$ cat config.mk
export PLATFORM = sky130hd
export DESIGN_NAME = fp_mul_pipe_flat
export DESIGN_NICKNAME = d
export VERILOG_FILES = /design/src/rtl/fp_mul_pipe_if.sv /design/src/rtl/fp_mul_pipe.sv /design/src/flat_wrapper.sv
export SDC_FILE = /design/constraint.sdc
export NUM_CORES = 2
export LEC_CHECK = 0
export BUFFER_PORTS_ARGS = -buffer_cell sky130_fd_sc_hd__buf_2
export CORE_MARGIN = 4
export CORE_UTILIZATION = 30
export CTS_CLUSTER_DIAMETER = 80
export DETAILED_ROUTE_END_ITERATION = 10
export GPL_TIMING_DRIVEN = 0
export PLACE_DENSITY_LB_ADDON = 0.05
export SYNTH_ARGS = -nofsm -noshare
export SYNTH_HDL_FRONTEND = slang
export SYNTH_SLANG_ARGS = --single-unit
$ cat constraint.sdc
create_clock -name clk -period 8.72 [get_ports clk]
set_clock_uncertainty 0.05 [all_clocks]
set_input_delay 0.872 -clock clk [delete_from_list [all_inputs] [get_ports clk]]
set_output_delay 0.872 -clock clk [all_outputs]
set_load 0.005 [all_outputs]
$ cat src/rtl/fp_mul_pipe_if.sv
// Valid/ready operand and result bundle for fp_mul_pipe.
interface fp_mul_pipe_if;
  logic        in_valid;
  logic        in_ready;
  logic        in_mode;
  logic [31:0] in_a;
  logic [31:0] in_b;
  logic        out_valid;
  logic        out_ready;
  logic [31:0] out_result;
  logic [4:0]  out_flags;
  logic        out_mode;

  modport slave (
    input  in_valid, in_mode, in_a, in_b, out_ready,
    output in_ready, out_valid, out_result, out_flags, out_mode
  );

  modport master (
    output in_valid, in_mode, in_a, in_b, out_ready,
    input  in_ready, out_valid, out_result, out_flags, out_mode
  );
endinterface

$ cat src/rtl/fp_mul_pipe.sv
// Pipelined binary16/binary32 multiplier: operand capture, unpack/multiply, normalise, round/pack.
// Build option: define FP_MUL_RNE_EN for round-to-nearest-even, otherwise round toward zero.
module fp_mul_pipe #(
  parameter int unsigned LATENCY = 3,
  parameter int unsigned FTZ     = 1
) (
  input  logic        clk,
  input  logic        rst,
  fp_mul_pipe_if.slave bus
);

  localparam int unsigned EW = 10;

  generate
    if (LATENCY != 3) begin : g_lat_chk
      $error("fp_mul_pipe: only LATENCY = 3 is supported");
    end
    if (FTZ != 1) begin : g_ftz_chk
      $error("fp_mul_pipe: only FTZ = 1 is supported");
    end
  endgenerate

  typedef enum logic [1:0] {K_NORM, K_NAN, K_INF, K_ZERO} kind_e;

  typedef struct packed {
    logic        vld;
    logic        mode;
    logic [31:0] a;
    logic [31:0] b;
  } op_t;

  typedef struct packed {
    logic             vld;
    logic             mode;
    logic             sign;
    kind_e            kind;
    logic             invalid;
    logic signed [9:0] exp;
    logic [47:0]      prod;
  } s1_t;

  typedef struct packed {
    logic             vld;
    logic             mode;
    logic             sign;
    kind_e            kind;
    logic             invalid;
    logic signed [9:0] exp;
    logic [22:0]      frac;
    logic             g;
    logic             r;
    logic             s;
  } s2_t;

  typedef struct packed {
    logic        vld;
    logic        mode;
    logic [31:0] result;
    logic [4:0]  flags;
  } out_t;

  typedef struct packed {
    logic        sign;
    logic [7:0]  exp;
    logic [22:0] frac;
  } unpk_t;

  op_t  op_q,  op_d;
  s1_t  s1_q,  s1_d;
  s2_t  s2_q,  s2_d;
  out_t out_q, out_d;

  logic adv_c;

  // Half fractions are left-aligned so both formats share one datapath.
  function automatic unpk_t unpack(input logic mode, input logic [31:0] x);
    unpk_t u;
    if (mode) begin
      u.sign = x[31];
      u.exp  = x[30:23];
      u.frac = x[22:0];
    end else begin
      u.sign = x[15];
      u.exp  = {3'b000, x[14:10]};
      u.frac = {x[9:0], 13'b0};
    end
    return u;
  endfunction

  assign adv_c         = !out_q.vld || bus.out_ready;
  assign bus.in_ready  = adv_c;
  assign bus.out_valid = out_q.vld;
  assign bus.out_mode  = out_q.mode;
  assign bus.out_result = out_q.result;
  assign bus.out_flags = out_q.flags;

  // Operand capture
  always_comb begin
    op_d = op_q;
    if (adv_c) begin
      op_d.vld  = bus.in_valid;
      op_d.mode = bus.in_mode;
      op_d.a    = bus.in_a;
      op_d.b    = bus.in_b;
    end
  end

  // Stage 1: classify, exponent sum, significand product
  unpk_t ua, ub;
  logic [7:0] emax;
  logic zero_a, zero_b, inf_a, inf_b, nan_a, nan_b, snan_a, snan_b;

  always_comb begin
    s1_d   = s1_q;
    ua     = unpack(op_q.mode, op_q.a);
    ub     = unpack(op_q.mode, op_q.b);
    emax   = op_q.mode ? 8'hFF : 8'h1F;
    zero_a = (ua.exp == 8'h00);
    zero_b = (ub.exp == 8'h00);
    inf_a  = (ua.exp == emax) && (ua.frac == 23'h0);
    inf_b  = (ub.exp == emax) && (ub.frac == 23'h0);
    nan_a  = (ua.exp == emax) && (ua.frac != 23'h0);
    nan_b  = (ub.exp == emax) && (ub.frac != 23'h0);
    snan_a = nan_a && !ua.frac[22];
    snan_b = nan_b && !ub.frac[22];
    if (adv_c) begin
      s1_d.vld     = op_q.vld;
      s1_d.mode    = op_q.mode;
      s1_d.sign    = ua.sign ^ ub.sign;
      s1_d.exp     = EW'(ua.exp) + EW'(ub.exp) - (op_q.mode ? EW'(127) : EW'(15));
      s1_d.prod    = 48'({1'b1, ua.frac}) * 48'({1'b1, ub.frac});
      s1_d.invalid = 1'b0;
      if (nan_a || nan_b) begin
        s1_d.kind    = K_NAN;
        s1_d.invalid = snan_a || snan_b;
      end else if ((zero_a && inf_b) || (inf_a && zero_b)) begin
        s1_d.kind    = K_NAN;
        s1_d.invalid = 1'b1;
      end else if (inf_a || inf_b) begin
        s1_d.kind = K_INF;
      end else if (zero_a || zero_b) begin
        s1_d.kind = K_ZERO;
      end else begin
        s1_d.kind = K_NORM;
      end
    end
  end

  // Stage 2: normalise and extract fraction/guard/round/sticky
  logic        shift;
  logic        drop;
  logic [45:0] norm;

  always_comb begin
    s2_d  = s2_q;
    shift = s1_q.prod[47];
    norm  = shift ? s1_q.prod[46:1] : s1_q.prod[45:0];
    drop  = shift & s1_q.prod[0];
    if (adv_c) begin
      s2_d.vld     = s1_q.vld;
      s2_d.mode    = s1_q.mode;
      s2_d.sign    = s1_q.sign;
      s2_d.kind    = s1_q.kind;
      s2_d.invalid = s1_q.invalid;
      s2_d.exp     = s1_q.exp + EW'(shift);
      if (s1_q.mode) begin
        s2_d.frac = norm[45:23];
        s2_d.g    = norm[22];
        s2_d.r    = norm[21];
        s2_d.s    = (|norm[20:0]) | drop;
      end else begin
        s2_d.frac = {13'b0, norm[45:36]};
        s2_d.g    = norm[35];
        s2_d.r    = norm[34];
        s2_d.s    = (|norm[33:0]) | drop;
      end
    end
  end

  // Stage 3: round, resolve specials, pack
  logic              round_up;
  logic [23:0]       frac_r;
  logic              carry;
  logic [22:0]       frac_f;
  logic signed [9:0] exp_f;
  logic signed [9:0] emax_f;
  logic              inexact;
  logic [31:0]       res_c;
  logic [4:0]        flg_c;

  always_comb begin
    out_d = out_q;
`ifdef FP_MUL_RNE_EN
    round_up = s2_q.g & (s2_q.r | s2_q.s | s2_q.frac[0]);
`else
    round_up = 1'b0;
`endif
    frac_r  = {1'b0, s2_q.frac} + 24'(round_up);
    carry   = s2_q.mode ? frac_r[23] : frac_r[10];
    exp_f   = s2_q.exp + EW'(carry);
    frac_f  = carry ? 23'h0 : frac_r[22:0];
    emax_f  = s2_q.mode ? 10'sd255 : 10'sd31;
    inexact = s2_q.g | s2_q.r | s2_q.s;
    res_c   = 32'h0;
    flg_c   = 5'b00000;
    case (s2_q.kind)
      K_NAN: begin
        res_c = s2_q.mode ? 32'h7FC0_0000 : 32'h0000_7E00;
        flg_c = {s2_q.invalid, 3'b000, 1'b1};
      end
      K_INF: begin
        res_c = s2_q.mode ? {s2_q.sign, 8'hFF, 23'h0} : {16'h0, s2_q.sign, 5'h1F, 10'h0};
      end
      K_ZERO: begin
        res_c = s2_q.mode ? {s2_q.sign, 31'h0} : {16'h0, s2_q.sign, 15'h0};
      end
      default: begin
        if (exp_f >= emax_f) begin
`ifdef FP_MUL_RNE_EN
          res_c = s2_q.mode ? {s2_q.sign, 8'hFF, 23'h0} : {16'h0, s2_q.sign, 5'h1F, 10'h0};
`else
          res_c = s2_q.mode ? {s2_q.sign, 8'hFE, 23'h7FFFFF} : {16'h0, s2_q.sign, 5'h1E, 10'h3FF};
`endif
          flg_c = 5'b01010;
        end else if (exp_f <= 10'sd0) begin
          res_c = s2_q.mode ? {s2_q.sign, 31'h0} : {16'h0, s2_q.sign, 15'h0};
          flg_c = 5'b00110;
        end else begin
          res_c = s2_q.mode ? {s2_q.sign, exp_f[7:0], frac_f}
                            : {16'h0, s2_q.sign, exp_f[4:0], frac_f[9:0]};
          flg_c = {3'b000, inexact, 1'b0};
        end
      end
    endcase
    if (adv_c) begin
      out_d.vld = s2_q.vld;
      if (s2_q.vld) begin
        out_d.mode   = s2_q.mode;
        out_d.result = res_c;
        out_d.flags  = flg_c;
      end
    end
  end

  always_ff @(posedge clk) begin
    if (rst) begin
      op_q  <= '0;
      s1_q  <= '0;
      s2_q  <= '0;
      out_q <= '0;
    end else begin
      op_q  <= op_d;
      s1_q  <= s1_d;
      s2_q  <= s2_d;
      out_q <= out_d;
    end
  end

endmodule

$ cat src/flat_wrapper.sv
// flat-port wrapper written by rule: the top's interface ports become plain ports
module fp_mul_pipe_flat 
#(
  parameter int unsigned LATENCY = 3,
  parameter int unsigned FTZ     = 1
)
  (clk, rst, bus_in_valid, bus_in_mode, bus_in_a, bus_in_b, bus_out_ready, bus_in_ready, bus_out_valid, bus_out_result, bus_out_flags, bus_out_mode);
  fp_mul_pipe_if bus_i ();
  input  logic clk;
  input  logic rst;
  input wire logic [$bits(bus_i.in_valid)-1:0] bus_in_valid;
  input wire logic [$bits(bus_i.in_mode)-1:0] bus_in_mode;
  input wire logic [$bits(bus_i.in_a)-1:0] bus_in_a;
  input wire logic [$bits(bus_i.in_b)-1:0] bus_in_b;
  input wire logic [$bits(bus_i.out_ready)-1:0] bus_out_ready;
  output wire logic [$bits(bus_i.in_ready)-1:0] bus_in_ready;
  output wire logic [$bits(bus_i.out_valid)-1:0] bus_out_valid;
  output wire logic [$bits(bus_i.out_result)-1:0] bus_out_result;
  output wire logic [$bits(bus_i.out_flags)-1:0] bus_out_flags;
  output wire logic [$bits(bus_i.out_mode)-1:0] bus_out_mode;
  assign bus_i.in_valid = bus_in_valid;
  assign bus_i.in_mode = bus_in_mode;
  assign bus_i.in_a = bus_in_a;
  assign bus_i.in_b = bus_in_b;
  assign bus_i.out_ready = bus_out_ready;
  assign bus_in_ready = bus_i.in_ready;
  assign bus_out_valid = bus_i.out_valid;
  assign bus_out_result = bus_i.out_result;
  assign bus_out_flags = bus_i.out_flags;
  assign bus_out_mode = bus_i.out_mode;
  fp_mul_pipe #(.LATENCY(LATENCY), .FTZ(FTZ)) u_core (.clk(clk), .rst(rst), .bus(bus_i));
endmodule
==> results by group <==
GRT
  – Vias in the first global route: 25.2k
  – First-pass GRT wire length: 179000 um
  – Overall routing resource usage: 24.5%
  – Initial antenna violation count: 8
  – Remaining Overflow, GRT: 0
  – Largest net degree at the start of global routing: 15

Synthesis
  – EDFF count, synth: 0
  – Post-synthesis cell type count: 78
  – Syn_area_per_cell: 8.42 um^2
  – Synth top cells by count: 581 x inv_1, 565 x nand2_1, 483 x fa_1, 241 x and3_1, 212 x a21oi_1
  – Synth warnings: 0
  – Top cell type's share of synthesized area: 33.8%
  – Async SR Flop Fraction: 0%
  – Seq/Total Area, Yosys: 14.8%
  – Most numerous cell in the Yosys netlist: inv_1
  – Synth area leaders: fa_1 34%, dfxtp_1 15%, ha_1 8.5%, inv_1 7.6%, nand2_1 7.4%
  – Syn_nets: 4140
  – Main synth FF type: dfxtp_1
  – Area leader, netlist: fa_1
  – Mapped cell area: 28600 um^2
  – Cell count after synthesis: 3393
  – Post-synthesis register bit count: 211

STA
  – Fin. Hold Viols: 0
  – Final setup TNS: 0 ns
  – Fmax: 117 MHz
  – Final min period: 8.54 ns
  – RSZ-0062 raised after global routing: no
  – Slew Limit Headroom: 17.6%
  – Worst-margin pin slew: 1.24 ns
  – Fin. max-slew vios: 0
  – Period utilisation layout: 97.9%
  – Count of final setup violators: 0

Clock tree
  – Root Buffer: clkbuf_16
  – Cts bufs inserted: 26
  – Clk buf depth: 3
  – Worst-path clk slew: 0.06 ns
  – # hold bufs at CTS: 0
  – Clock Latency Late Sink: 0.59 ns
  – CTS tree: yes
  – Clock sinks: 211
  – H-Tree Depth: 1

Finish
  – Share of post-route cells with drive strength above 1: 7.61%
  – Post-route insts no fill: 4791
  – Non-Filler Cell Area, Final: 31700 um^2
  – Post-Route Utilization: 33.8%
  – Register area: 4220 um^2
  – Area of the multi-input gates: 21400 um^2
  – Filler cell count: 10.2k
  – Final net count: 4264
  – Area grow syn2layout: 10.9%

Routing
  – Initial DRC count: 1710
  – DR pass1 iterations: 5
  – DR vias: 24.1k
  – DR vias/cell: 5.03
  – Final ANT Viol Nets: 0
  – DRC: 0
  – Final WL: 122000 um
  – Per-cell routed wire length: 25.5 um

Setup path
  – Critical R2R Capture: u_core.s1_q[41]
  – Crit start category: register
  – CP dominant cell by count: fa_1
  – Critical Path Sink Type: register
  – Required @ worst endpoint: 9.20 ns
  – Critical path class: register to register
  – Reg2Reg Depth: 27
  – FF-to-FF Start: u_core.op_q[38]
  – WP data arrival: 9.02 ns
  – Crit path largest cell delay: 0.84 ns
  – R2R setup slack: 0.18 ns
  – Critical Path Fanout Max: 10
  – Critical path's slowest cell: clkdlybuf4s15_1

Place
  – Inst Count DP: 4755
  – I/O Buffers: 108
  – Placed instance area: 30700 um^2
  – Dpl hpwl: 99800 um
  – RePlAce Congestion: 0.907

Outcome
  – Status: complete, no violations

Floorplanning
  – Rows: 112
  – Core Area: 93900 um^2
  – Die footprint: 100000 um^2
  – Die Y: 317 um
  – Initial cell density of the core: 30.4%
  – IO Count: 109
  – Die width: 317 um

Pwr
  – Pleak: 15.7 nW
  – Maximum vdd drop: 0.139 mV
  – Power Density: 128 nW/um^2

Hold path
  – Hold path startpoint: u_core.s1_q[11]
  – Min-Delay Path Depth: 2
  – Tightest Hold Check Type: register to register
  – Hold endpoint: u_core.s1_q[11]

Run
  – # Max-Cap Violations: 0
## layer usage
metal  track usage, %  routed length [um]
met2             38.8               54500
met3             2.90                6460
met4             6.19                3870
met1             35.6               57100
met5                0                   0
## metrics by stage
stage                     hold slack [ns]  power (W)  setup WS (ns)
after floorplan                     0.378    0.00228          0.919
after global placement              0.391    0.00297          -1.32
after detailed placement            0.395    0.00295          -1.23
after CTS                           0.403    0.00409        0.00626
after global routing                0.420    0.00431         0.0244
final                               0.398    0.00405          0.180
## logic make-up (layout without fill, tap and decap cells)
logic type,count (synthesis),count (layout),share of synthesized area (%)
adders and majority gates,678,678,42.4
other,0,3,0
buffers and inverters,805,946,10.7
AOI/OAI and AO/OA,429,429,9.30
and+or+nand+nor,1139,1139,18.5
xor gates and xnor gates,77,77,2.36
DFF,211,211,14.8
muxes,54,54,2.01
## worst max-delay path by stage
stage          slack, ns         endpoint             from  cells past startpoint
3_3_place_gp       -1.32  u_core.s1_q[46]  u_core.op_q[64]                     29
3_5_place_dp       -1.23  u_core.s1_q[46]  u_core.op_q[64]                     29
2_1_floorplan       0.92  u_core.s1_q[33]  u_core.op_q[64]                     32
4_1_cts            0.006  u_core.s1_q[46]  u_core.op_q[64]                     27
5_1_grt             0.02  u_core.s1_q[41]  u_core.op_q[38]                     26
6_report            0.18  u_core.s1_q[41]  u_core.op_q[38]                     27
## layout make-up
cell class | count | area share, %
antenna | 3 | 0.0237
buffer | 209 | 2.85
clock buffer | 36 | 2.33
clock inverter | 9 | 0.332
inverter | 582 | 6.89
multi-input combinational | 2377 | 67.5
sequential | 211 | 13.3
tap | 1254 | 4.95
timing repair buffer | 110 | 1.79
## report_power, final
| group | leakage [nW] | switching, W | total [W] | internal (W) |
|---|---|---|---|---|
| clock | 0.413 | 0.000480 | 0.00110 | 0.000623 |
| sequential | 1.74 | 0.000121 | 0.00119 | 0.00107 |
| combinational | 13.6 | 0.00114 | 0.00176 | 0.000617 |
| total | 15.7 | 0.00174 | 0.00405 | 0.00231 |
## cell usage in the layout (no fill, tap or decap), types with 5 or more instances in the layout
cell type,netlist,final
buf_2,17,123
a21o_1,34,34
a22oi_1,28,28
and2_1,38,32
nand3_1,35,35
nor2_1,151,151
or4_1,7,7
mux2_2,24,24
nor4_1,16,15
and2_2,0,5
nand2_1,565,565
a211oi_1,20,20
clkbuf_1,202,151
nand4_1,20,20
o21ai_0,40,38
a31oi_1,15,14
clkbuf_2,2,31
o21bai_1,11,11
mux2i_1,29,26
nand2b_1,7,7
o211ai_1,18,18
fa_1,483,483
xor2_1,32,32
clkbuf_8,0,5
a21oi_1,212,209
nor3_1,29,29
o21ai_1,3,5
clkbuf_4,0,10
clkbuf_16,0,26
ha_1,195,194
dfxtp_1,211,211
nor2b_1,7,7
and3_1,241,241
o21a_1,5,5
xnor2_1,45,45
inv_1,581,581
## state kept, by name (all words and copies together) (netlist names)
name                   cells
u_core.bus.out_mode        1
u_core.bus.out_valid       1
u_core.bus.out_result     32
u_core.op_q               66
u_core.bus.out_flags       5
u_core.s1_q               64
u_core.s2_q               42
## timing repair
action	4_1_cts	5_1_grt
hold endpoints to repair	0	0
buffers inserted	2	0
setup endpoints to repair	34	22
pin swaps	0	1
resized for setup	56	46
## worst max-delay path, delay by kind of cell (launching register included)
| kind | cells | cell delay [ns] |
|---|---|---|
| xor+xnor | 1 | 0.21 |
| fa+ha+maj | 8 | 3.87 |
| flops | 1 | 0.38 |
| simple gates | 7 | 1.58 |
| buf+inv | 8 | 1.80 |
| compound gates | 3 | 0.57 |
(Power assumes the default switching activity.)
